==> src/rtl/pipelined_cla_addsub_pkg.sv <==
// Shared constants for the pipelined carry-lookahead adder/subtractor:
// operation encodings, default geometry and the carry-in mapping helper.
package pipelined_cla_addsub_pkg;

    localparam logic OP_ADD = 1'b0;
    localparam logic OP_SUB = 1'b1;

    localparam int DEFAULT_WIDTH = 32;
    localparam int DEFAULT_BLOCK = 8;

    // Subtraction is x + ~y + !borrow_in, so the borrow input is inverted
    // to become the adder carry-in.
    function automatic logic effective_carry(input logic op_bit, input logic c_bit);
        effective_carry = (op_bit == OP_SUB) ? ~c_bit : c_bit;
    endfunction

endpackage

==> src/rtl/cla_block_p.sv <==
// One carry-lookahead block: group propagate/generate of the block and the
// in-block sum bits for a given block carry-in. Every carry is a flat
// sum-of-products of the block inputs, so there is no ripple chain.
module cla_block_p
    import pipelined_cla_addsub_pkg::*;
#(
    parameter int BLOCK = DEFAULT_BLOCK
) (
    input  logic [BLOCK-1:0] p,
    input  logic [BLOCK-1:0] g,
    input  logic             c_blk_in,
    output logic             grp_p,
    output logic             grp_g,
    output logic [BLOCK-1:0] sum
);

    logic [BLOCK:0]   gen_s;
    logic [BLOCK-1:0] pre_p_s;
    logic [BLOCK-1:0] carry_s;
    logic             term_s;

    // Prefix generate (carry out of bits 0..i-1 with zero carry-in) and prefix propagate.
    always_comb begin
        gen_s   = '0;
        pre_p_s = '0;
        term_s  = 1'b0;
        for (int i = 0; i <= BLOCK; i++) begin
            for (int j = 0; j < i; j++) begin
                term_s = g[j];
                for (int m = j + 1; m < i; m++) begin
                    term_s = term_s & p[m];
                end
                gen_s[i] = gen_s[i] | term_s;
            end
        end
        for (int i = 0; i < BLOCK; i++) begin
            pre_p_s[i] = 1'b1;
            for (int m = 0; m < i; m++) begin
                pre_p_s[i] = pre_p_s[i] & p[m];
            end
        end
    end

    // In-block carries from the block carry-in, and the block outputs.
    always_comb begin
        carry_s = gen_s[BLOCK-1:0] | ({BLOCK{c_blk_in}} & pre_p_s);
        sum     = p ^ carry_s;
        grp_p   = &p;
        grp_g   = gen_s[BLOCK];
    end

endmodule

==> src/rtl/pipelined_cla_addsub.sv <==
// Two-stage pipelined carry-lookahead adder/subtractor with valid/ready
// handshakes. S1 registers bit and block propagate/generate terms; S2 does
// the block-level lookahead, forms the sum and flags, and holds them while
// the consumer stalls.
module pipelined_cla_addsub
    import pipelined_cla_addsub_pkg::*;
#(
    parameter int WIDTH = DEFAULT_WIDTH,
    parameter int BLOCK = DEFAULT_BLOCK
) (
    input  logic             clock,
    input  logic             reset_n,
    input  logic             in_valid,
    output logic             in_ready,
    input  logic [WIDTH-1:0] x,
    input  logic [WIDTH-1:0] y,
    input  logic             op,
    input  logic             c_in,
    output logic             out_valid,
    input  logic             out_ready,
    output logic [WIDTH-1:0] s,
    output logic             c_out,
    output logic             ovf,
    output logic             zero
);

    localparam int NUM_BLOCKS = WIDTH / BLOCK;

    // S1 front-end (combinational)
    logic [WIDTH-1:0]      yy_s;
    logic [WIDTH-1:0]      p_s;
    logic [WIDTH-1:0]      g_s;
    logic                  ci_s;
    logic [NUM_BLOCKS-1:0] bp_s;
    logic [NUM_BLOCKS-1:0] bg_s;
    logic                  pg_term_s;

    // S1 registers
    logic                  s1_valid_r;
    logic [WIDTH-1:0]      s1_p_r;
    logic [WIDTH-1:0]      s1_g_r;
    logic                  s1_ci_r;
    logic [NUM_BLOCKS-1:0] s1_bp_r;
    logic [NUM_BLOCKS-1:0] s1_bg_r;

    // S2 datapath and handshake
    logic [NUM_BLOCKS:0]   blk_c_s;
    logic                  blk_term_s;
    logic [WIDTH-1:0]      sum_s;
    logic                  ovf_s;
    logic [NUM_BLOCKS-1:0] grp_p_unused_s;
    logic [NUM_BLOCKS-1:0] grp_g_unused_s;
    logic                  s2_load_s;
    logic                  take_s;

    // S2 can accept new data when it is empty or its result is being handed off.
    assign s2_load_s = ~out_valid | out_ready;
    assign in_ready  = ~s1_valid_r | s2_load_s;
    assign take_s    = in_valid & in_ready;

    // Effective operand, carry-in and per-bit propagate/generate.
    always_comb begin
        yy_s = (op == OP_SUB) ? ~y : y;
        ci_s = effective_carry(op, c_in);
        p_s  = x ^ yy_s;
        g_s  = x & yy_s;
    end

    // Per-block group propagate/generate, flat lookahead within each block.
    always_comb begin
        bp_s      = '0;
        bg_s      = '0;
        pg_term_s = 1'b0;
        for (int k = 0; k < NUM_BLOCKS; k++) begin
            bp_s[k] = &p_s[k*BLOCK +: BLOCK];
            for (int j = 0; j < BLOCK; j++) begin
                pg_term_s = g_s[k*BLOCK + j];
                for (int m = j + 1; m < BLOCK; m++) begin
                    pg_term_s = pg_term_s & p_s[k*BLOCK + m];
                end
                bg_s[k] = bg_s[k] | pg_term_s;
            end
        end
    end

    // S1 occupancy: fill on acceptance, empty when its contents move on to S2.
    always_ff @(posedge clock or negedge reset_n) begin
        if (!reset_n) begin
            s1_valid_r <= 1'b0;
        end else if (take_s) begin
            s1_valid_r <= 1'b1;
        end else if (s2_load_s) begin
            s1_valid_r <= 1'b0;
        end
    end

    // S1 data: operands are sampled only on an input transfer.
    always_ff @(posedge clock or negedge reset_n) begin
        if (!reset_n) begin
            s1_p_r  <= '0;
            s1_g_r  <= '0;
            s1_ci_r <= 1'b0;
            s1_bp_r <= '0;
            s1_bg_r <= '0;
        end else if (take_s) begin
            s1_p_r  <= p_s;
            s1_g_r  <= g_s;
            s1_ci_r <= ci_s;
            s1_bp_r <= bp_s;
            s1_bg_r <= bg_s;
        end
    end

    // Block carry-ins: c[k] expanded as a flat sum-of-products of G/P and ci.
    always_comb begin
        blk_c_s    = '0;
        blk_term_s = 1'b0;
        blk_c_s[0] = s1_ci_r;
        for (int k = 1; k <= NUM_BLOCKS; k++) begin
            blk_term_s = s1_ci_r;
            for (int m = 0; m < k; m++) begin
                blk_term_s = blk_term_s & s1_bp_r[m];
            end
            blk_c_s[k] = blk_term_s;
            for (int j = 0; j < k; j++) begin
                blk_term_s = s1_bg_r[j];
                for (int m = j + 1; m < k; m++) begin
                    blk_term_s = blk_term_s & s1_bp_r[m];
                end
                blk_c_s[k] = blk_c_s[k] | blk_term_s;
            end
        end
    end

    // The instances also recompute group P/G from the registered bits; the
    // lookahead above uses the copies captured in S1 instead.
    for (genvar k = 0; k < NUM_BLOCKS; k++) begin : g_blk
        cla_block_p #(
            .BLOCK(BLOCK)
        ) u_blk (
            .p        (s1_p_r[k*BLOCK +: BLOCK]),
            .g        (s1_g_r[k*BLOCK +: BLOCK]),
            .c_blk_in (blk_c_s[k]),
            .grp_p    (grp_p_unused_s[k]),
            .grp_g    (grp_g_unused_s[k]),
            .sum      (sum_s[k*BLOCK +: BLOCK])
        );
    end

    // Carry into the MSB is recovered as p ^ s at that bit.
    assign ovf_s = s1_p_r[WIDTH-1] ^ sum_s[WIDTH-1] ^ blk_c_s[NUM_BLOCKS];

    // S2 result registers: load when S2 is free, otherwise hold for the consumer.
    always_ff @(posedge clock or negedge reset_n) begin
        if (!reset_n) begin
            out_valid <= 1'b0;
            s         <= '0;
            c_out     <= 1'b0;
            ovf       <= 1'b0;
            zero      <= 1'b0;
        end else if (s2_load_s) begin
            out_valid <= s1_valid_r;
            if (s1_valid_r) begin
                s     <= sum_s;
                c_out <= blk_c_s[NUM_BLOCKS];
                ovf   <= ovf_s;
                zero  <= ~|sum_s;
            end
        end
    end

endmodule

==> config.mk <==
export PLATFORM = sky130hd
export DESIGN_NAME = pipelined_cla_addsub
export DESIGN_NICKNAME = d
export VERILOG_FILES = /design/src/rtl/pipelined_cla_addsub_pkg.sv /design/src/rtl/cla_block_p.sv /design/src/rtl/pipelined_cla_addsub.sv
export SDC_FILE = /design/constraint.sdc
export NUM_CORES = 1
export LEC_CHECK = 0
export BUFFER_PORTS_ARGS = -buffer_cell sky130_fd_sc_hd__clkbuf_2
export CORE_MARGIN = 2
export CORE_UTILIZATION = 40
export DETAILED_ROUTE_END_ITERATION = 16
export PLACE_DENSITY = 0.6
export SYNTH_ARGS = -nofsm -noshare
export SYNTH_HDL_FRONTEND = slang
export SYNTH_SLANG_ARGS = --single-unit
==> constraint.sdc <==
create_clock -name clock -period 2.7 [get_ports clock]
set_input_delay 0.54 -clock clock [delete_from_list [all_inputs] [get_ports clock]]
set_output_delay 0.54 -clock clock [all_outputs]
set_load 0.01 [all_outputs]
==> reports/qor.yml, run 1 <==
run_status:
  status: "complete, but fails checks"
  violations: "setup timing"
timing:
  relSlewSlack: 0.648
  clock_skew_ns: 0.00572
  post-route-min-period_ns: 2.81
  post-route-period-util: 1.04
  setup_viol: 1
  timing.hold.ws_ns: 0.158
  tightest_slew_ns: 0.529
  fmax_mhz: 356
  rsz0062_at_grt: "true"
  drv_slew: 0
  layout_setup_ws_ns: -0.110
  hold_viol_final: 0
clocking:
  cts.root.buffer_cell: "clkbuf_16"
  cts_buffer_depth: 2
  numClockSinks: 106
  htree_levels: 3
  clk_pin_slew_ns: 0.07
  cts_made_buffers: 9
  insertion_delay_ns: 0.35
  post_cts_buffers: 0
  ctsHoldBuffers: 0
  cts_tree: "yes"
finish:
  drive_above_1_share: 0.362
  syn_to_final_growth_pct: 21.5
  antennaDiodeCount: 0
  fin_cells: 816
  layout.nets: 737
yosys:
  synth_top_area_cell: "dfrtp_1"
  synth_nets: 615
  seq_area_frac_synth: 0.460
  synth_top_area_frac: 0.460
  ys_ff_latch: 106
  yosysWarnings: 0
  syn_inst: 509
  synth_area_um2: 5760
  avgSynthCellArea_um2: 11.3
  ys_types: 46
  synth-main-ff-cell: "dfrtp_1"
  synth_common_cells: "dfrtp_1 (106), mux2_2 (73), nand2_1 (42)"
  synth_area_leaders: "dfrtp_1 (46%), mux2_2 (14%), ha_1 (7.8%), xor2_1 (6.1%), a21o_1 (3.0%)"
  synthArstFlopShare: 1.00
  synth_edf_count: 0
  synth_most_common_cell: "dfrtp_1"
route:
  drt-pass1-iter-count: 4
  route.detailed.wl_per_inst_um: 16.5
  vias: 4257
  vias_per_cell: 5.22
  drcViolationCount: 0
  detail_route.iter0.violations: 253
  postRouteAntennaNets: 0
  routed_wl_um: 13400
power_and_ir_drop:
  p_per_area_nw_per_um2: 813
  p_int_uw: 3770
  pwr-share-comb: 0.335
  leakage_uw: 0.00338
  clockPowerShare: 0.249
  pwr-share-seq: 0.416
  power.switching_uw: 1920
  power_uw: 5690
  p_sw_frac: 0.338
  irDropWorstVdd_mv: 0.388
die:
  die_h_um: 124
  num_rows: 43
  core_area_um2: 14000
  ioPinCount: 107
  initial_core_util: 0.412
  die_x_um: 124
  die-area_um2: 15400
grt:
  grt_pass1_wl_um: 22200
  grt_overflow: 0
  antenna_found_initial: 0
  grt_max_degree: 54
  grt_usage: 0.188
  first_global_vias: 4316
worst_setup_path:
  worstSetupEndpointType: "flop"
  path_max_fanout: 2
  start_kind: "flop"
  critical_path_class: "reg2reg"
  r2r_cells: 11
  cp.arrival_ns: 3.08
  critPathRequiredTime_ns: 2.97
min_path:
  hp-class: "in2async"
place:
  dp_slack_ns: -0.366
  portBuffers: 106
  dp_cells: 800
  hpwl_um: 10500
  place_congestion: 0.825
run:
  drv_cap: 0
[cell type report]
cell class	count	area, um2
flip-flops and latches	106	2650
fillers	1292	6990
repair buffers	129	743
multi-input cells	382	3050
clock inverters	6	88.8
clock buffers	10	229
inverters	3	11.3
well taps	180	225
[registers in the layout (all words and copies together), names as in the netlist]
register / flops
s1_ci_r: 1
ovf: 1
s1_bp_r: 4
zero: 1
c_out: 1
s1_g_r: 28
s1_p_r: 32
s1_valid_r: 1
s1_bg_r: 4
s: 32
out_valid: 1
[kinds of logic (layout without fill, tap and decap cells)]
group | after synthesis | count (layout) | synth area share
AO/OA/AOI/OAI | 109 | 109 | 0.125
buffers and inverters | 21 | 148 | 0.0139
XOR/XNOR | 54 | 54 | 0.0821
adder cells (fa/ha/maj) | 36 | 36 | 0.0782
flip-flops | 106 | 106 | 0.460
AND/OR/NAND/NOR | 110 | 110 | 0.0979
multiplexers | 73 | 73 | 0.143
[metal layers]
layer,global-route usage,routed length (um)
met1,0.259,6200
met2,0.294,6350
met3,0.0302,561
met4,0.0794,312
met5,0,0
[metrics by stage]
| step | instance area [um2] | util | TNS [ns] |
|---|---|---|---|
| after floorplan | 5780 | - | 0 |
| after global placement | 6670 | 0.477 | -0.165 |
| after detailed placement | 6670 | 0.477 | -0.366 |
| after CTS | 7000 | 0.500 | -0.158 |
| after global routing | 7000 | 0.500 | -0.335 |
| final | 7000 | 0.500 | -0.110 |
[worst max-delay path, stage by stage, from the launching register on]
cell and delay (ns):
dfrtp_1 0.39, a211oi_2 0.26, nor2_1 0.09, ha_2 0.18, or3_4 0.33, a222oi_1 0.36
nand4b_1 0.16, nor4_2 0.21, o2111ai_2 0.17, nor4_2 0.24, nand4_1 0.15, o31ai_2 0.19
[path summary, 6_finish.rpt]
check / endpoint / from / slack [ns]
min in group clock: s1_valid_r / in_valid / 0.43
worst min register to register: s[9] / s[9] / 0.48
worst max register to register: zero / s1_ci_r / -0.11
worst min-delay path: s1_g_r[30] / reset_n / 0.16
max in group asynchronous: s[12] / reset_n / 1.87
worst max-delay path: zero / s1_ci_r / -0.11
[power groups by stage]
stage               registers, uW  logic [uW]  clock network (uW)
global placement             2380        1890                   0
detailed placement           2400        1920                   0
floorplan                    2420        1090                   0
CTS                          2370        1930                1450
finish                       2370        1910                1420
global route                 2430        2130                1510
[what timing repair did]
action,CTS,global route
pin swaps,8,0
gates resized for setup,3,0
endpoints found under the setup margin,1,1
[cell usage in the layout, fill, tap and decap left out, drive strengths merged, types with 4 or more instances in the layout]
| master | n |
|---|---|
| buf | 24 |
| a211oi | 8 |
| nand4 | 14 |
| o21ai | 31 |
| dfrtp | 106 |
| clkbuf | 115 |
| or3 | 6 |
| xnor2 | 14 |
| a21o | 23 |
| nor2 | 17 |
| xor2 | 40 |
| ha | 36 |
| o2111ai | 4 |
| inv | 4 |
| nand2 | 42 |
| a21oi | 19 |
| mux2 | 73 |
| and3 | 8 |
| o31ai | 8 |
Note: power is estimated with default switching activity, not from simulation.
==> run 2: changes to the inputs <==
- CORE_MARGIN: 2 -> not set
- PLACE_DENSITY: 0.6 -> 0.58
- clock period: 2.7 -> 3.5 ns (I/O delays scaled with it)
==> reports/qor.yml, run 2 (synthesized netlist as in run 1, its figures left out) <==
min_path:
  hp-class: "in2async"
worst_setup_path:
  start_kind: "flop"
  r2r-start: "s1_ci_r"
  reg2reg_setup_slack_ns: 0.49  # +0.60 ns
  crit_family: "simple AND/OR/NAND/NOR gates"
  cp.arrival_ns: 3.28  # +0.20 ns
  cpMaxStageDelayCell: "dfrtp_1"
  path_max_fanout: 7  # +5
  worstSetupEndpointType: "flop"
  critPathRequiredTime_ns: 3.76  # +0.79 ns
  crit_chain: "a211oi_2 > nor2_1 > ha_1 > or3_1 > a222oi_1 > nand4b_1 > nor4_2 > o2111ai_1 > nor4_2 > nand4_1 > o31ai_2"
  cp_num_buf_inv: 0  # unchanged
  critPathMaxStageDelay_ns: 0.46  # +0.07 ns
  critical_path_class: "reg2reg"
  cpMostUsedCell: "nor4_2"
  reg2reg_to: "zero"
  r2r_cells: 11  # unchanged
clocking:
  ctsHoldBuffers: 0  # unchanged
  cts_tree: "yes"
  insertion_delay_ns: 0.35  # about the same
  numClockSinks: 106  # unchanged
  post_cts_buffers: 0  # unchanged
  cts.root.buffer_cell: "clkbuf_16"
  htree_levels: 3  # unchanged
  cts_made_buffers: 9  # unchanged
  cts_buffer_depth: 2  # unchanged
  cts_resized: 0  # -3
  clk_pin_slew_ns: 0.07  # about the same
timing:
  relSlewSlack: 0.409  # -0.239
  tightest_slew_ns: 0.886  # +0.358 ns
  fmax_mhz: 332  # -6.7%
  clock_skew_ns: 0.00813  # +0.00241 ns
  fin_setup_tns_ns: 0  # +0.110 ns
  drv_slew: 0  # unchanged
  post-route-min-period_ns: 3.01  # +0.203 ns
  setup_viol: 0  # -1
  timing.hold.ws_ns: 0.471  # +0.314 ns
  post-route-period-util: 0.861  # -0.180
  hold_viol_final: 0  # unchanged
  rsz0062_at_grt: "false"
route:
  drcViolationCount: 0  # unchanged
  detail_route.iter0.violations: 177  # -30%
  route.detailed.wl_per_inst_um: 16.6  # +0.70%
  vias: 4203  # -1.3%
  routed_wl_um: 13300  # -1.3%
  vias_per_cell: 5.25  # +0.71%
  postRouteAntennaNets: 0  # unchanged
  drt-pass1-iter-count: 4  # unchanged
power_and_ir_drop:
  pwr-share-seq: 0.440  # +0.024
  p_int_uw: 2710  # -28%
  clockPowerShare: 0.227  # -0.022
  pwr-share-comb: 0.333  # -0.002
  irDropWorstVdd_mv: 0.271  # -30%
  p_per_area_nw_per_um2: 616  # -24%
  p_sw_frac: 0.352  # +0.0139
  leakage_uw: 0.00327  # -3.2%
  power.switching_uw: 1480  # -23%
die:
  die-area_um2: 14900  # -3.2%
  ioPinCount: 107  # unchanged
  die_x_um: 122  # -1.6%
  die_h_um: 122  # -1.6%
  num_rows: 43  # unchanged
  initial_core_util: 0.412  # unchanged
  core_area_um2: 14000  # unchanged
grt:
  grt_pass1_wl_um: 21300  # -4.3%
  grt_overflow: 0  # unchanged
  antenna_found_initial: 0  # unchanged
  grt_max_degree: 67  # +24%
  grt_usage: 0.186  # -0.00189
  first_global_vias: 4187  # -3.0%
finish:
  final_common_cell: "dfrtp_1"
  fill_cells: 1294  # +0.15%
  syn_to_final_growth_pct: 18.1
  reg.largest.list: "s1_p_r: 32 flops, s: 32 flops, s1_g_r: 28 flops"
  antennaDiodeCount: 0  # unchanged
  layout.nets: 721  # -2.2%
  drive_above_1_share: 0.339  # -0.0229
  final_cell_mix: "dfrtp_1 (106), clkbuf_2 (105), mux2_2 (73)"
place:
  portBuffers: 106  # unchanged
  hpwl_um: 10200  # -2.6%
  place_congestion: 0.780  # -5.5%
run:
  drv_cap: 0  # unchanged
run_status:
  status: "finished, final reports clean"
[run 2: changes by cell type in the layout (fill, tap and decap cells not counted), sizes merged]
cell	delta
clkbuf	+1
buf	-16
clkinvlp	+1
bufinv	-2
[run 2: power by group through the flow]
stage,Combinational [uW],Sequential [uW],Clock [uW]
detailed placement,1410,1860,0
global route,1550,1890,1020
global placement,1400,1850,0
finish,1400,1840,950
CTS,1420,1840,978
floorplan,839,1870,0
[run 2: how the worst max path moves through the flow]
stage / cells past startpoint / startpoint / end / slack [ns]
CTS: 11 / s1_ci_r / zero / 0.43
finish: 11 / s1_ci_r / zero / 0.49
global route: 11 / s1_ci_r / zero / 0.22
floorplan: 12 / op / s1_bg_r[1] / 0.40
global placement: 11 / s1_ci_r / zero / 0.55
detailed placement: 11 / s1_ci_r / zero / 0.45
[run 2: cell type report]
class / instances / area, um2 / share of cell area
clock buffer: 11 / 233 / 0.0342
clock inverter: 5 / 40.0 / 0.00588
multi-input combinational: 382 / 3040 / 0.446
inverter: 3 / 11.3 / 0.00165
tap: 180 / 225 / 0.0331
sequential: 106 / 2650 / 0.390
timing repair buffer: 113 / 611 / 0.0897
[run 2: through the flow]
stage | instances | setup slack [ns] | util | total power, uW | instance area (um2)
2_1_floorplan | 509 | 0.405 | - | 2710 | 5760
3_3_place_gp | 784 | 0.550 | 0.467 | 3240 | 6540
3_5_place_dp | 784 | 0.454 | 0.467 | 3280 | 6540
4_1_cts | 800 | 0.433 | 0.487 | 4240 | 6810
5_1_grt | 800 | 0.215 | 0.487 | 4460 | 6810
6_report | 800 | 0.488 | 0.487 | 4190 | 6810
[run 2: metal layers]
metal | track usage | wire [um] | part of all wire | vias up
li1 | - | - | - | 2081
met1 | 0.252 | 6330 | 0.48 | 2015
met2 | 0.299 | 6200 | 0.47 | 89
met3 | 0.0257 | 476 | 0.036 | 18
met4 | 0.0748 | 249 | 0.019 | 0
met5 | 0 | 0 | 0 | -
==> run 3: changes to the inputs <==
- ABC_CLOCK_PERIOD_IN_PS: not set -> 3500
- CORE_UTILIZATION: 40 -> 49
- PLACE_DENSITY: 0.58 -> not set
- PLACE_DENSITY_LB_ADDON: not set -> 0.15
==> reports/qor.yml, run 3 (synthesized netlist as in run 1, its figures left out) <==
die:
  die_x_um: 110  # -9.5%
  die-area_um2: 12200  # -18%
  num_rows: 39  # -9.3%
  die_h_um: 110  # -9.5%
  initial_core_util: 0.505  # +0.0927
  core_area_um2: 11400  # -18%
  ioPinCount: 107  # unchanged
route:
  drt-pass1-iter-count: 5  # +1
  detail_route.iter0.violations: 173  # -2.3%
  routed_wl_um: 12800  # -3.3%
  vias_per_cell: 5.65  # +7.5%
  vias: 4302  # +2.4%
  drcViolationCount: 0  # unchanged
  route.detailed.wl_per_inst_um: 16.8  # +1.5%
  postRouteAntennaNets: 0  # unchanged
worst_setup_path:
  critical_path_class: "reg2reg"
  start_kind: "flop"
  crit_chain: "a211oi_2 > nor2_1 > ha_1 > or3_1 > a222oi_1 > nand4b_1 > nor4_2 > o2111ai_1 > nor4_2 > nand4_1 > o31ai_2"
  cpMostUsedCell: "nor4_2"
  cpMaxStageDelayCell: "dfrtp_1"
  cp.arrival_ns: 3.33  # +0.05 ns
  worstSetupEndpointType: "flop"
  critPathRequiredTime_ns: 3.77  # about the same
  critPathMaxStageDelay_ns: 0.46  # about the same
  path_max_fanout: 7  # unchanged
clocking:
  cts_made_buffers: 9  # unchanged
  cts.root.buffer_cell: "clkbuf_16"
  cts_resized: 0  # unchanged
  cts_buffer_depth: 2  # unchanged
  cts_tree: "yes"
  post_cts_buffers: 0  # unchanged
  insertion_delay_ns: 0.35  # about the same
  numClockSinks: 106  # unchanged
  ctsHoldBuffers: 0  # unchanged
  htree_levels: 3  # unchanged
  clk_pin_slew_ns: 0.07  # about the same
timing:
  post-route-period-util: 0.876  # +0.0154
  tightest_slew_ns: 0.732  # -0.154 ns
  clock_skew_ns: 0.00651  # -0.00162 ns
  rsz0062_at_grt: "false"
  fin_setup_tns_ns: 0  # unchanged
  drv_slew: 0  # unchanged
  fmax_mhz: 326  # -1.8%
  hold_viol_final: 0  # unchanged
  relSlewSlack: 0.512  # +0.103
  post-route-min-period_ns: 3.07  # +0.0539 ns
  setup_viol: 0  # unchanged
grt:
  grt_usage: 0.223  # +0.0364
  antenna_found_initial: 0  # unchanged
  grt_overflow: 0  # unchanged
  grt_pass1_wl_um: 21600  # +1.8%
  grt_max_degree: 79  # +18%
  first_global_vias: 4425  # +5.7%
power_and_ir_drop:
  p_per_area_nw_per_um2: 629  # +2.2%
  pwr-share-comb: 0.327  # -0.006
  power.switching_uw: 1470  # -0.17%
  p_sw_frac: 0.346  # -0.00618
  irDropWorstVdd_mv: 0.398  # +47%
  pwr-share-seq: 0.432  # -0.008
  clockPowerShare: 0.242  # +0.015
  p_int_uw: 2780  # +2.6%
  leakage_uw: 0.00328  # +0.34%
place:
  place_congestion: 0.845  # +8.3%
  dp_cells: 746  # -4.8%
  portBuffers: 106  # unchanged
  hpwl_um: 9890  # -3.2%
min_path:
  hp-class: "in2async"
run:
  drv_cap: 0  # unchanged
finish:
  final_cell_mix: "dfrtp_1 (106), clkbuf_2 (105), mux2_2 (73)"
  final_common_cell: "dfrtp_1"
  layout.nets: 720  # -0.14%
  drive_above_1_share: 0.341  # +0.00216
  fin_cells: 762  # -4.8%
  fill_cells: 986  # -24%
  reg.largest.list: "s1_p_r: 32 flops, s: 32 flops, s1_g_r: 28 flops"
  syn_to_final_growth_pct: 17.5
  antennaDiodeCount: 0  # unchanged
run_status:
  status: "finished, final reports clean"
==> run 3: stage by stage <==
stage / area [um2] / setup slack [ns] / hold slack (ns) / power (uW) / util
after floorplan: 5760 / 0.405 / 0.404 / 2710 / -
after global placement: 6470 / 0.624 / 0.464 / 3220 / 0.567
final: 6770 / 0.434 / 0.409 / 4260 / 0.593
after CTS: 6770 / 0.410 / 0.431 / 4310 / 0.593
after detailed placement: 6470 / 0.432 / 0.470 / 3270 / 0.567
after global routing: 6770 / 0.184 / 0.457 / 4520 / 0.593
==> run 3: cell type report <==
class	instances	area (um2)	area share
flip-flops and latches	106	2650	0.392
well taps	143	179	0.0264
clock inverters	7	76.3	0.0113
clock buffers	9	225	0.0333
inverters	3	11.3	0.00166
repair buffers	112	591	0.0872
multi-input cells	382	3040	0.448
==> run 3: final timing paths <==
path                            slack [ns]     from          to  cells past startpoint
worst max-delay path                  0.43  s1_ci_r        zero                     11
worst max register to register        0.43  s1_ci_r        zero                     11
min in group clock                    0.48    s[17]       s[17]                      2
worst min-delay path                  0.41  reset_n       s[17]                      1
max in group asynchronous             2.29  reset_n  s1_p_r[12]                      2
worst min register to register        0.48    s[17]       s[17]                      2
==> run 3: power groups by stage <==
stage,Combinational [uW],Clock [uW],Sequential (uW)
after CTS,1410,1060,1840
final,1390,1030,1840
after global routing,1530,1100,1890
after detailed placement,1410,0,1860
after global placement,1380,0,1840
after floorplan,839,0,1870
==> run 3: critical path, delay by kind of cell, from the launching register on <==
kind                     cells  cell delay (ns)
AO/OA/AOI/OAI                4             1.04
flip-flops                   1             0.46
adder cells (fa/ha/maj)      1             0.20
AND/OR/NAND/NOR              6             1.29
==> run 3: per-layer routing <==
metal / routed length [um] / GRT usage / up-vias
li1: - / - / 2078
met1: 5590 / 0.283 / 2092
met2: 6310 / 0.367 / 111
met3: 648 / 0.0587 / 21
met4: 271 / 0.0756 / 0
met5: 0 / 0 / -
